## src/rtl/sipo_pkg.sv

```systemverilog
// Shared definitions for the SIPO receive path: default word width,
// counter sizing helper and the output-buffer state encoding.
package sipo_pkg;

  localparam int unsigned SIPO_DEFAULT_WIDTH = 32'd4;

  typedef enum logic {
    BUF_EMPTY = 1'b0,
    BUF_FULL  = 1'b1
  } buf_state_e;

  // Bit count range is 0..width-1; never let the counter collapse to zero bits.
  function automatic int unsigned cnt_width(input int unsigned width);
    int unsigned w;
    w = $clog2(width);
    if (w < 32'd1) begin
      w = 32'd1;
    end else begin
      w = w;
    end
    return w;
  endfunction

endpackage

```

## src/rtl/sipo_shift_core.sv

```systemverilog
// Serial shift register and bit counter; raises done combinationally on the
// edge-to-be that samples the last bit of a word, with word = completed value.
module sipo_shift_core
  import sipo_pkg::*;
#(
  parameter int unsigned WIDTH     = SIPO_DEFAULT_WIDTH,
  parameter bit          MSB_FIRST = 1'b1
) (
  input  logic             clk,
  input  logic             rst,
  input  logic             in,
  input  logic             shift_en,
  input  logic             clear,
  output logic [WIDTH-1:0] word,
  output logic             done,
  output logic             busy
);

  localparam int unsigned          CNT_W    = cnt_width(WIDTH);
  localparam logic [CNT_W-1:0]     CNT_LAST = CNT_W'(WIDTH - 32'd1);

  logic [WIDTH-1:0] sreg_r;
  logic [WIDTH-1:0] sreg_nxt_s;
  logic [CNT_W-1:0] cnt_r;
  logic             busy_r;
  logic             last_s;

  // Next shift-register value and completion detect.
  always_comb begin
    sreg_nxt_s = sreg_r;
    if (MSB_FIRST) begin
      sreg_nxt_s = {sreg_r[WIDTH-2:0], in};
    end else begin
      sreg_nxt_s = {in, sreg_r[WIDTH-1:1]};
    end
    last_s = (cnt_r == CNT_LAST);
    done   = shift_en & ~clear & last_s;
  end

  assign word = sreg_nxt_s;
  assign busy = busy_r;

  // Shift register, bit counter and registered busy flag.
  always_ff @(posedge clk or posedge rst) begin
    if (rst) begin
      sreg_r <= {WIDTH{1'b0}};
      cnt_r  <= {CNT_W{1'b0}};
      busy_r <= 1'b0;
    end else if (clear) begin
      sreg_r <= {WIDTH{1'b0}};
      cnt_r  <= {CNT_W{1'b0}};
      busy_r <= 1'b0;
    end else if (shift_en) begin
      sreg_r <= sreg_nxt_s;
      if (last_s) begin
        cnt_r  <= {CNT_W{1'b0}};
        busy_r <= 1'b0;
      end else begin
        cnt_r  <= cnt_r + CNT_W'(1);
        busy_r <= 1'b1;
      end
    end
  end

endmodule

```

## src/rtl/sipo_receiver.sv

```systemverilog
// SIPO receiver top: shift core plus a one-word output holding register with
// valid/ready handshake and a sticky overrun flag for dropped words.
module sipo_receiver
  import sipo_pkg::*;
#(
  parameter int unsigned WIDTH     = SIPO_DEFAULT_WIDTH,
  parameter bit          MSB_FIRST = 1'b1
) (
  input  logic             clk,
  input  logic             rst,
  input  logic             in,
  input  logic             shift_en,
  input  logic             clear,
  output logic [WIDTH-1:0] out,
  output logic             out_valid,
  input  logic             out_ready,
  output logic             busy,
  output logic             overrun
);

  buf_state_e       state_r;
  buf_state_e       state_nxt_s;
  logic [WIDTH-1:0] out_r;
  logic             out_valid_r;
  logic             overrun_r;
  logic [WIDTH-1:0] word_s;
  logic             done_s;
  logic             load_s;
  logic             ovr_set_s;

  sipo_shift_core #(
    .WIDTH     (WIDTH),
    .MSB_FIRST (MSB_FIRST)
  ) u_core (
    .clk      (clk),
    .rst      (rst),
    .in       (in),
    .shift_en (shift_en),
    .clear    (clear),
    .word     (word_s),
    .done     (done_s),
    .busy     (busy)
  );

  // Buffer next-state: a handshake frees the slot on the same edge a new word lands.
  always_comb begin
    state_nxt_s = state_r;
    load_s      = 1'b0;
    ovr_set_s   = 1'b0;
    case (state_r)
      BUF_EMPTY: begin
        if (done_s) begin
          state_nxt_s = BUF_FULL;
          load_s      = 1'b1;
        end else begin
          state_nxt_s = BUF_EMPTY;
        end
      end
      BUF_FULL: begin
        if (done_s && out_ready) begin
          state_nxt_s = BUF_FULL;
          load_s      = 1'b1;
        end else if (done_s) begin
          state_nxt_s = BUF_FULL;
          ovr_set_s   = 1'b1;
        end else if (out_ready) begin
          state_nxt_s = BUF_EMPTY;
        end else begin
          state_nxt_s = BUF_FULL;
        end
      end
      default: begin
        state_nxt_s = BUF_EMPTY;
      end
    endcase
  end

  // Holding register, valid flag and sticky overrun.
  always_ff @(posedge clk or posedge rst) begin
    if (rst) begin
      state_r     <= BUF_EMPTY;
      out_r       <= {WIDTH{1'b0}};
      out_valid_r <= 1'b0;
      overrun_r   <= 1'b0;
    end else begin
      state_r     <= state_nxt_s;
      out_valid_r <= (state_nxt_s == BUF_FULL);
      if (load_s) begin
        out_r <= word_s;
      end
      if (clear) begin
        overrun_r <= 1'b0;
      end else if (ovr_set_s) begin
        overrun_r <= 1'b1;
      end
    end
  end

  assign out       = out_r;
  assign out_valid = out_valid_r;
  assign overrun   = overrun_r;

endmodule

```

## config.mk

```make
export PLATFORM = sky130hd
export DESIGN_NAME = sipo_receiver
export DESIGN_NICKNAME = d
export VERILOG_FILES = /design/src/rtl/sipo_pkg.sv /design/src/rtl/sipo_shift_core.sv /design/src/rtl/sipo_receiver.sv
export SDC_FILE = /design/constraint.sdc
export NUM_CORES = 1
export LEC_CHECK = 0
export ABC_AREA = 1
export BUFFER_PORTS_ARGS = -buffer_cell sky130_fd_sc_hd__buf_4
export CAP_MARGIN = 10
export CELL_PAD_IN_SITES_DETAIL_PLACEMENT = 1
export CELL_PAD_IN_SITES_GLOBAL_PLACEMENT = 2
export CORE_AREA = 2 2 48 46
export DETAILED_ROUTE_END_ITERATION = 10
export DIE_AREA = 0 0 50 48
export GPL_ROUTABILITY_DRIVEN = 0
export MAX_ROUTING_LAYER = met4
export PLACE_DENSITY = 0.79
export SYNTH_ARGS = -nofsm -noshare
export SYNTH_HDL_FRONTEND = slang
export SYNTH_SLANG_ARGS = --single-unit
```

## constraint.sdc

```tcl
create_clock -name clk -period 1.1 [get_ports clk]
set_input_delay 0.11 -clock clk [delete_from_list [all_inputs] [get_ports clk]]
set_output_delay 0.11 -clock clk [all_outputs]
set_load 0.005 [all_outputs]
```

# Yosys cells after proc, flatten, opt, wreduce, memory -nomap -nowiden
# Index checks and enable logic that the tools add are counted.
# totals
regBits	12
inputBits	6
wordCells	34
# classes
add_sub_neg	1
n_eq_ne	1
n_mux	19
bitwise	4
reduce_logical	3
# op_table
cell	n
2-to-1 mux 1 bit	12
2-to-1 mux 2 bit	3
2-to-1 mux 3 bit	2
one-hot mux 1 bit (2 select lines)	2
nonzero test 2 bit	2
adder 2 x 1 -> 2 bit, second input constant	1
AND 1 bit	2
equality test 2 bit, second input constant	1
inverter 1 bit	2
logical AND 1 bit	1

# Depth between registers and ports, before layout
# Gate-level depths: netlist (run 1).
# depth
ltp_word	8
depth_mapped	6

# Modules after synthesis
# From an unflattened synthesis (run 1), not the netlist that was laid out.
# unflattened
hier_cells	59
hier_area_um2	513.0
# modules_own_cells
mod	instances	cells_each	area_per_inst_um2
sipo_shift_core	1	32	274.0
sipo_receiver	1	27	239.0

# Least setup slack after synthesis (run 1)
# Ideal clock, no wire load.
# synth_path
path_kind	register -> register
from	register u_core.cnt_r[0]
to	register overrun_r (netlist: overrun)
setup_time_ns	0.116
arrival_time_ns	0.872
required_time_ns	0.984
path_slack_ns	0.113
path_stages_with_launch	6
synth_period_minus_slack_ns	0.987
cell_sequence	dfrtp_1 -> ha_1 -> nand3_2 -> nor2_1 -> nor2_1 -> nor2_1
# synth_between
elab_chain_cells	6
word_cells_on_any_way	7
cone_classes	eq/ne (1); mux (3); bitwise (1); reduce/logical (2)
# synth_lines
item	line	rtl
from (decl)	sipo_shift_core.sv:24	logic [CNT_W-1:0] cnt_r;
from (signal assigned)	sipo_shift_core.sv:47	cnt_r <= {CNT_W{1'b0}};
from (signal assigned)	sipo_shift_core.sv:51	cnt_r <= {CNT_W{1'b0}};
from (signal assigned)	sipo_shift_core.sv:56	cnt_r <= {CNT_W{1'b0}};
equality test 2 bit *	sipo_shift_core.sv:36	last_s = (cnt_r == CNT_LAST);
AND 1 bit *	sipo_shift_core.sv:37	done = shift_en & ~clear & last_s;
2-to-1 mux 1 bit / logical AND 1 bit (equally long branches)	sipo_receiver.sv:63, sipo_receiver.sv:60	
2-to-1 mux 1 bit *	sipo_receiver.sv:60	if (done_s && out_ready) begin
2-to-1 mux 1 bit *	sipo_receiver.sv:50	case (state_r)
nonzero test 2 bit (no source line) *	--	
to (signal assigned)	sipo_receiver.sv:84	overrun_r <= 1'b0;
to (signal assigned)	sipo_receiver.sv:92	overrun_r <= 1'b0;
to (signal assigned)	sipo_receiver.sv:94	overrun_r <= 1'b1;
to (decl)	sipo_receiver.sv:25	logic overrun_r;
# Every way passes the cells marked *; elsewhere a longest branch is shown, timed or not.
# A chain may end at the register's enable or synchronous reset.

# Worst setup path in the final report (run 1)
# Same ends and word-level chain as after synthesis.

==> impl_metrics.ini, run 1 <==
[cts]
insertion_delay_ns = 0.28
clkTransAtPathRegs_ns = 0.08
numCtsBuffers = 3
ctsHtreeMaxLevel = 1
cts.path.max_buffers = 2
cts_num_sinks = 12
cts_root_buffer = clkbuf_4
cts_tree = yes

[worst_setup_path]
cp_data_required_time_ns = 1.27
worstPathMaxFanout = 3
crit_path_end = overrun$_DFFE_PP0P_
setup.worst_path.start = u_core.cnt_r[0]$_DFFE_PP0P_
slowest_delay_ns = 0.42
worstPathArrival_ns = 1.19
crit_top_cell = nor2_1
crit_path_end_kind = flip-flop
r2r_end = overrun$_DFFE_PP0P_
cp_num_buf_inv = 0
reg2reg_slack_ns = 0.09
cp.depth = 5
crit-reg2reg-launch = u_core.cnt_r[0]$_DFFE_PP0P_
worstPathCellList = ha_4, nand3_2, nor2_1, nor2_1, nor2_1
cp_slowest_cell = dfrtp_1
path_class = reg2reg
r2r_cells = 5
critical_path.top_delay_family = flip-flops
startpoint_type = flip-flop

[global_routing]
first_global_vias = 427
gr-total-overflow = 0
grt_pass1_wl_um = 1810
grt_max_degree = 13
antenna_found_initial = 0
grt.total_usage_pct = 11.2

[final_layout]
n_fill_cell = 220
drive_gt1_share_pct = 35.1
mostFrequentLayoutCells = nand2_1 (17), buf_4 (13), dfrtp_1 (12)
final_common_cell = nand2_1
fin_nets = 82
final_util_pct = 37.9
antennaDiodeCount = 0
areaGrowthSynthToFinish_pct = 39.0

[routing]
via_count = 415
route.detailed.drc = 0
ant_nets = 0
wl_per_cell_um = 10.9
viasPerCell = 4.19
first_iter_violations = 3
dr.pass1.iters = 4
wl_um = 1080

[power]
power_leakage_uw = 0.000376
power.density_nw_per_um2 = 1660
peakVddDrop_v = 0.000837

[die]
core_area_um2 = 1860
num_rows = 15
die_w_um = 50
fp.dieH_um = 48
io_pins = 13
dieArea_um2 = 2400
initial_core_util_pct = 27.3

[yosys]
netlist_area_um2 = 507
synth-simple-area-share_pct = 27.2
synth_top_family_by_area = simple AND/OR/NAND/NOR gates
yosysTopAreaCell = dfrtp_1
netlist_instances = 55
synth_nets = 62
ys_warn_count = 0
synth_top_area_share_pct = 59.3
synth_seq_cells = 12
synth.yosys.seq_area_share_pct = 59.3
synth.avg_cell_area_um2 = 9.21
ys_types = 13
yosys-top-cells-area = dfrtp_1 (59%), nand2_1 (13%), nand3_2 (4.0%)
synthXorXnorAreaFrac_pct = 0
synth_fa_ha_area_share_pct = 2.47
synth_compound_area_share_pct = 5.19
synth.area.mux_share_pct = 0

[placed_design]
hpwlAfterDp_um = 765
io_buffers = 12
pre_cts_slack_ns = 0.0322

[sta]
skew_ns = 0.000626
fin_crit_ns = 1.01
period_share_pct = 92.1
setup_tns_ns = 0
rsz0062_at_grt = false
setup_viol = 0
final_max_slew_viol_count = 0
maxSlewHeadroom_pct = 69.4
setup_ws_ns = 0.0867
hold_viol = 0
fmax_mhz = 987
tightest_slew_ns = 0.458

[worst_hold_path]
hold_path_class = in2reg
min_path_cells = 3

[status]
status = completed

[flow_run]
max_cap_viol_count = 0
==> area by class of cell <==
class	count	area, um2	share of cell area [%]
flip-flops and latches	12	300	42.6
multi-input cells	35	189	26.8
repair buffers	15	118	16.7
clock buffers	4	36.3	5.15
well taps	25	31.3	4.44
inverters	8	30.0	4.26
==> where the power goes <==
group,switching (uW),internal (uW),total (uW)
sequential,52.7,511,563
combinational,110,139,249
clock,153,201,354
==> stage by stage <==
step,hold WS [ns],instances,instance area (um2),power [uW]
global placement,0.156,92,628,762
finish,0.0453,99,704,1170
detailed placement,0.157,92,628,770
global route,0.0576,99,704,1250
CTS,0.0384,98,684,1150
floorplan,-0.0253,55,507,660
==> synth_stat cells <==
master and number:
a21oi_1 1, dfrtp_1 12, ha_1 1, inv_1 5, inv_2 3, nand2_1 17
nand2_2 2, nand3_1 3, nand3_2 2, nor2_1 4, nor2_4 1, o21ai_0 3
o22ai_1 1
==> timing repair <==
item | CTS | global route
endpoints found under the setup margin | 0 | 5
buffers inserted | 0 | 1
endpoints found under the hold margin | 13 | 0
hold buffers | 2 | 0
gates resized for setup | 0 | 2
==> worst register-to-register path, cell delays in order, from the launching register on <==
cell	delay, ns
dfrtp_1	0.42
ha_4	0.19
nand3_2	0.11
nor2_1	0.05
nor2_1	0.09
nor2_1	0.05
==> flip-flops by register name, summed over array words and instances, names as in the netlist <==
name,flops
u_core.sreg_r,3
out_valid,1
u_core.busy,1
out,4
u_core.cnt_r,2
overrun,1
==> cell families after synthesis <==
logic type,count (synthesis)
flip-flops,12
AND/OR/NAND/NOR,29
buffers and inverters,8
AO/OA/AOI/OAI,5
adder cells (fa/ha/maj),1
==> how the worst min path moves through the flow <==
stage / slack [ns] / startpoint / endpoint
6_report: 0.05 / in / out[0]$_DFFE_PP0P_
5_1_grt: 0.06 / in / out[0]$_DFFE_PP0P_
4_1_cts: 0.04 / in / out[0]$_DFFE_PP0P_
3_5_place_dp: 0.16 / rst / out[3]$_DFFE_PP0P_
3_3_place_gp: 0.16 / rst / out_valid$_DFF_PP0_
2_1_floorplan: -0.03 / rst / out[0]$_DFFE_PP0P_
==> routing by layer <==
layer	track usage (%)	part of all wire, %	up-vias
li1	-	-	209
met1	11.6	49	190
met2	18.9	44	14
met3	4.69	6.0	2
met4	5.00	0.92	0
met5	-	0	-
Note: power is estimated with default switching activity, not from simulation.
==> inputs of run 2 (changes only) <==
- PLACE_DENSITY: 0.79 -> unset
- PLACE_DENSITY_LB_ADDON: unset -> 0.1
==> run 2 against run 1 <==
Effect of this change:
- die area unchanged
- wire length down 4.2%
- via count is 0.24% lower
- setup slack gained 0.019 ns
- final cell count fell by 1.0%
- global-route usage fell by 0.82 points
- critical path type unchanged
==> impl_metrics.ini, run 2 (synthesis gave the netlist of run 1 again) <==
[status]
status = completed

[worst_setup_path]
worstPathArrival_ns = 1.21
path_class = reg2reg
cp_num_buf_inv = 0
crit_top_cell = nand2_1
worstPathCellList = ha_4, nand3_2, nor2_4, nand2_1, nand2_1
critical_path.top_delay_family = flip-flops
startpoint_type = flip-flop
cp_data_required_time_ns = 1.32
slowest_delay_ns = 0.40
crit_path_end_kind = flip-flop
cp_slowest_cell = dfrtp_1
worstPathMaxFanout = 4

[die]
num_rows = 15
dieArea_um2 = 2400
fp.dieH_um = 48
core_area_um2 = 1860
die_w_um = 50
io_pins = 13
initial_core_util_pct = 27.3

[power]
peakVddDrop_v = 0.000734
power_leakage_uw = 0.000371
power.density_nw_per_um2 = 1620

[sta]
setup_tns_ns = 0
rsz0062_at_grt = false
fin_crit_ns = 0.994
period_share_pct = 90.4
fmax_mhz = 1010
maxSlewHeadroom_pct = 68.5
final_max_slew_viol_count = 0
hold_viol = 0
setup_viol = 0
tightest_slew_ns = 0.472
skew_ns = 0.00485

[final_layout]
fin_nets = 81
n_fill_cell = 224
drive_gt1_share_pct = 34.2
areaGrowthSynthToFinish_pct = 37.5
final_area_um2 = 697
final_common_cell = nand2_1
antennaDiodeCount = 0
largest_reg_flops = 4
mostFrequentLayoutCells = nand2_1 (17), buf_4 (12), dfrtp_1 (12)

[routing]
wl_um = 1040
ant_nets = 0
wl_per_cell_um = 10.6
first_iter_violations = 6
route.detailed.drc = 0
via_count = 414
viasPerCell = 4.22
dr.pass1.iters = 3

[cts]
clkTransAtPathRegs_ns = 0.08
cts_root_buffer = clkbuf_4
numCtsBuffers = 3
cts_num_sinks = 12
cts_tree = yes
cts_setup_buffers = 0
ctsHtreeMaxLevel = 1
insertion_delay_ns = 0.27
cts.path.max_buffers = 2

[placed_design]
io_buffers = 12
placed_cell_area_um2 = 628
hpwlAfterDp_um = 800

[global_routing]
grt_pass1_wl_um = 1700
gr-total-overflow = 0
grt_max_degree = 13
first_global_vias = 383
grt.total_usage_pct = 10.3
antenna_found_initial = 0

[flow_run]
max_cap_viol_count = 0

[worst_hold_path]
hold_path_class = in2reg
[run 2: cell type report]
cell class / count / area, um2 / area share, %
clock buffer: 4 / 36.3 / 5.21
inverter: 8 / 30.0 / 4.31
multi-input combinational: 35 / 189 / 27.1
sequential: 12 / 300 / 43.1
tap: 25 / 31.3 / 4.49
timing repair buffer: 14 / 110 / 15.8
[run 2: repair_timing]
action	4_1_cts	5_1_grt
hold buffers	2	0
hold endpoints to repair	13	0
resized for setup	0	2
endpoints found under the setup margin	0	1
[run 2: worst paths after layout]
path	start	end	slack (ns)	depth (start not counted)
worst max register to register	u_core.cnt_r[0]$_DFFE_PP0P_	out[2]$_DFFE_PP0P_	0.11	5
worst max-delay path	u_core.cnt_r[0]$_DFFE_PP0P_	out[2]$_DFFE_PP0P_	0.11	5
worst min-delay path	in	out[0]$_DFFE_PP0P_	0.06	3
worst min register to register	out[2]$_DFFE_PP0P_	out[2]$_DFFE_PP0P_	0.47	2
max in group asynchronous	rst	u_core.sreg_r[1]$_DFFE_PP0P_	0.36	3
min in group asynchronous	rst	out[3]$_DFFE_PP0P_	0.42	3
[run 2: stage by stage]
step	hold slack, ns	setup slack (ns)	utilization (%)	cells	total power, uW
floorplan	-0.0253	0.113	-	55	660
global placement	0.171	0.0649	33.8	92	766
detailed placement	0.162	0.0534	33.8	92	766
CTS	0.0567	0.0377	36.8	98	1130
global route	0.0518	0.0195	37.5	98	1210
finish	0.0601	0.106	37.5	98	1130
[run 2: report_power, final]
group	switching (uW)	internal [uW]	total, uW
clock network	145	201	346
logic	97.5	118	216
registers	53.1	511	564
[run 2: metal layers]
| metal | part of all wire (%) | global-route usage, % | routed length, um |
|---|---|---|---|
| met3 | 7.2 | 5.94 | 75 |
| met5 | 0 | - | 0 |
| met4 | 0.58 | 1.67 | 6 |
| met2 | 45 | 14.2 | 470 |
| met1 | 47 | 13.2 | 485 |
[run 2: worst register-to-register path, delay by kind of cell (launching register included)]
family                   cells  cell delay, ns
AND/OR/NAND/NOR              4            0.37
adder cells (fa/ha/maj)      1            0.16
flip-flops                   1            0.40
